## src/rtl/retire_stage.sv

```systemverilog
// Retire stage: commits up to three instructions per cycle (slot 2 oldest), updates the
// architectural map table, releases old physical tags and raises recovery or halt.
module retire_stage #(
  parameter int ARCH_REGS = 32,
  parameter int PREG_W    = 6,
  parameter int XLEN      = 32
) (
  input  logic                              clk,
  input  logic                              rst,
  input  logic [2:0]                        rt_valid,
  input  logic [2:0][4:0]                   rt_dest,
  input  logic [2:0][PREG_W-1:0]            rt_tag,
  input  logic [2:0][PREG_W-1:0]            rt_told,
  input  logic [2:0]                        rt_precise,
  input  logic [2:0][XLEN-1:0]              rt_pc,
  input  logic [2:0]                        rt_store,
  input  logic [2:0]                        rt_halt,
  output logic [2:0]                        sq_retire,
  output logic [2:0]                        fl_rel_valid,
  output logic [2:0][PREG_W-1:0]            fl_rel_tag,
  output logic                              rec_enable,
  output logic [XLEN-1:0]                   rec_pc,
  output logic [ARCH_REGS-1:0][PREG_W-1:0]  amt_out,
  output logic [31:0]                       retire_cnt,
  output logic                              halted
);

  typedef enum logic [1:0] {RUN, RECOVER, HALT} state_t;

  state_t                            state;
  logic [ARCH_REGS-1:0][PREG_W-1:0]  amt;
  logic [2:0]                        effective;
  logic                              blocked;
  logic                              halt_hit;
  logic                              precise_hit;
  logic [XLEN-1:0]                   hit_pc;
  logic [1:0]                        retire_inc;

  // Walk oldest to youngest; the first precise or halt slot retires and blocks everything younger.
  always_comb begin
    effective   = '0;
    blocked     = (state != RUN);
    halt_hit    = 1'b0;
    precise_hit = 1'b0;
    hit_pc      = '0;
    for (int i = 2; i >= 0; i--) begin
      if (!blocked && rt_valid[i]) begin
        effective[i] = 1'b1;
        if (rt_precise[i] || rt_halt[i]) begin
          blocked     = 1'b1;
          halt_hit    = rt_halt[i];
          precise_hit = rt_precise[i] & ~rt_halt[i];
          hit_pc      = rt_pc[i];
        end
      end
    end
    retire_inc = {1'b0, effective[0]} + {1'b0, effective[1]} + {1'b0, effective[2]};
  end

  assign sq_retire = rst ? 3'b000 : (effective & rt_store);
  assign amt_out   = amt;

  // Slots are applied oldest first so the youngest writer of a shared dest wins.
  always_ff @(posedge clk) begin
    if (rst) begin
      for (int i = 0; i < ARCH_REGS; i++) amt[i] <= PREG_W'(i);
      retire_cnt   <= '0;
      state        <= RUN;
      fl_rel_valid <= '0;
      fl_rel_tag   <= '0;
      rec_enable   <= 1'b0;
      rec_pc       <= '0;
      halted       <= 1'b0;
    end else begin
      fl_rel_valid <= '0;
      fl_rel_tag   <= '0;
      rec_enable   <= 1'b0;
      rec_pc       <= '0;
      for (int i = 2; i >= 0; i--) begin
        if (effective[i] && rt_dest[i] != 5'd0) begin
          amt[rt_dest[i]] <= rt_tag[i];
          fl_rel_valid[i] <= 1'b1;
          fl_rel_tag[i]   <= rt_told[i];
        end
      end
      retire_cnt <= retire_cnt + 32'(retire_inc);
      case (state)
        RUN: begin
          if (halt_hit) begin
            state  <= HALT;
            halted <= 1'b1;
          end else if (precise_hit) begin
            state      <= RECOVER;
            rec_enable <= 1'b1;
            rec_pc     <= hit_pc;
          end
        end
        RECOVER: state <= RUN;
        HALT:    state <= HALT;
        default: state <= RUN;
      endcase
    end
  end

endmodule

```

## config.mk

```make
export PLATFORM = sky130hd
export DESIGN_NAME = retire_stage
export DESIGN_NICKNAME = d
export VERILOG_FILES = /design/src/rtl/retire_stage.sv
export SDC_FILE = /design/constraint.sdc
export NUM_CORES = 1
export LEC_CHECK = 0
export CORE_MARGIN = 2
export CORE_UTILIZATION = 50
export CTS_BUF_LIST = sky130_fd_sc_hd__clkbuf_8
export DETAILED_ROUTE_END_ITERATION = 10
export GPL_TIMING_DRIVEN = 0
export PLACE_DENSITY_LB_ADDON = 0.15
export SYNTH_ARGS = -nofsm -noshare
export SYNTH_HDL_FRONTEND = slang
export SYNTH_SLANG_ARGS = --single-unit
export TNS_END_PERCENT = 100
```

## constraint.sdc

```tcl
create_clock -name clk -period 4.8 [get_ports clk]
set_input_delay 0.96 -clock clk [delete_from_list [all_inputs] [get_ports clk]]
set_output_delay 0.96 -clock clk [all_outputs]
set_load 0.005 [all_outputs]
```

==> metrics.yaml <==
outcome: "complete, but fails checks"
violations: "max-capacitance violations, max-slew violations"
crit_type: "input pin to output port"
ys_warn_count: 0
holdWs_ps: 469
maxSlewViolCount: 7
crit_top_cell: "clkbuf_1"
grt.total_usage: 0.509
crit_chain: "clkbuf_1 -> clkbuf_1 -> clkbuf_8 -> clkbuf_1 -> nor3b_1 -> clkdlybuf4s50_1"
ys.flop_type: "dfxtp_1"
synth.distinct_cells: 70
io_pins: 443
synth_edf_count: 0
layout_commonest_cell: "clkdlybuf4s50_1"
die_area_um2: 33400
max_freq_mhz: 215
worstPathArrival_ps: 3690
vdd_drop_max_uv: 200
port_buffers: 434
max-slew-margin-rel: -0.0151
syn_area_um2: 16000
insertion_delay_ps: 630
cellPowerDensity_nw_per_um2: 275
setup_viol: 0
endpoint_kind: "output port"
cts_root_buffer: "clkbuf_8"
drt-pass1-iter-count: 10
synth_area_per_cell_um2: 8.82
avgViaCountPerCell: 7.37
hp-start: "amt_out[1]"
cts_buffer_depth: 3
fin_crit_sh: 0.969
start_util: 0.507
wire_per_inst_um: 32.6
cts_resized: 0
layout_common_cells: "clkdlybuf4s50_1 (434), dfxtp_1 (281), clkbuf_1 (157)"
grt_setup_unrepaired: "no"
timing.critical_path.from_type: "input pin"
fin_skew_ps: 28.2
dp_hpwl_um: 65300
drive_above_1_share: 0.0874
postSynth.asyncResetShare: 0
die_w_um: 183
utilization: 0.696
ctsHtreeMaxLevel: 2
p_comb_frac: 0.178
clkTransAtPathRegs_ps: 60
wl_um: 89400
tns_ps: 0
hp-class: "flip-flop to flip-flop"
antenna_found_initial: 15
final_antenna_net_count: 0
num_rows: 65
grt_pass1_wl_um: 126000
min_period_ps: 4650
numCtsBuffers: 48
pwr-share-clk: 0.420
core_um2: 31600
grt_pass1_vias: 19000
grt_max_degree: 20
die_h_um: 183
slowest_stage: "clkbuf_1"
vias: 20300
seq_area_frac_synth: 0.352
drc_errors: 0
path_max_fanout: 10
ys_ff_latch: 281
synth_cells: 1812
hold_viol_final: 0
gp_congestion: 1.07
power.leakage_nw: 7.86
tightest_slew_ps: 1520
syn_nets: 1977
dr.first_iter.drc_count: 3583
slowest_delay_ps: 670
nets: 2460
switching_share: 0.305
max_cap_violations: 1
tritoncts: "yes"
seqPwrFrac: 0.402
critPathLaunch: "rst"
r2r-start: "state[0]"
cts.sinks: 281
critPathRequiredTime_ps: 3840
areaGrowthSynthToFinish_pct: 37.4
internal-power_mw: 4.20
gr-total-overflow: 0
p_switching_mw: 1.84
[synthesized netlist by cell type, types with 51 or more instances]
| master | n | area, um^2 |
|---|---|---|
| nor2_1 | 56 | 210 |
| dfxtp_1 | 281 | 5630 |
| nand3_1 | 118 | 591 |
| mux2i_1 | 105 | 1050 |
| o22ai_1 | 55 | 344 |
| nor2b_1 | 51 | 319 |
| a211oi_1 | 113 | 848 |
| a31oi_1 | 80 | 500 |
| and3_1 | 77 | 482 |
| o311ai_0 | 91 | 797 |
| o211ai_1 | 106 | 796 |
| clkbuf_1 | 157 | 589 |
[through the flow]
stage                     cells  setup WS (ps)  area, um^2  total power, mW
after floorplan            1812            474       16000             2.94
after global placement     2648           -605       20800             3.46
after detailed placement   2648           -651       20800             3.48
after CTS                  2735            254       21900             5.93
after global routing       2741           79.9       21900             6.11
final                      2747            147       22000             6.04
[kinds of logic after synthesis]
kind of cell             after synthesis  share of synthesized area
AND/OR/NAND/NOR                      548                      0.220
adder cells (fa/ha/maj)                4                    0.00407
AO/OA/AOI/OAI                        630                      0.287
buffers and inverters                231                     0.0639
XOR/XNOR                              10                    0.00548
multiplexers                         108                     0.0679
flip-flops                           281                      0.352
[final timing paths]
| path | endpoint | slack (ps) | cells past startpoint |
|---|---|---|---|
| worst max-delay path | sq_retire[2] | 150 | 6 |
| worst min-delay path | amt_out[1] | 470 | 1 |
| worst max register to register | retire_cnt[18] | 980 | 12 |
| worst min register to register | amt_out[1] | 470 | 1 |
[registers in the layout, summed over array words and instances (netlist names)]
signal / flops
halted: 1
rec_enable: 1
fl_rel_valid: 3
fl_rel_tag: 18
retire_cnt: 32
state: 2
amt_out: 192
rec_pc: 32
[cell type report]
type,instances,area (um^2)
antenna,12,30.0
buffer,222,986
clock buffer,65,895
clock inverter,23,205
fill,2581,9600
inverter,8,30.0
multi-input combinational,1300,9340
sequential,281,5630
tap,402,503
timing repair buffer,434,4340
[critical path, delay by kind of cell]
| family | cells | cell delay, ps |
|---|---|---|
| and+or+nand+nor | 1 | 100 |
| buffers and inverters | 5 | 2610 |
[power by group through the flow]
stage	logic, mW	clock network [mW]	registers [mW]
floorplan	0.475	0	2.47
global placement	0.988	0	2.47
detailed placement	1.00	0	2.47
CTS	1.01	2.49	2.42
global route	1.09	2.60	2.43
finish	1.07	2.54	2.43
[layer usage]
metal | up-vias | GRT usage | wire [um]
li1 | 8192 | - | -
met1 | 9418 | 0.592 | 30700
met2 | 2040 | 0.751 | 36700
met3 | 588 | 0.209 | 13700
met4 | 14 | 0.381 | 8210
met5 | - | 0 | 123
[repair_timing]
item	in CTS	in global routing
setup buffers	0	0
hold buffers	0	0
endpoints found under the hold margin	0	0
endpoints found under the setup margin	4	0
Note: power is estimated with default switching activity, not from simulation.
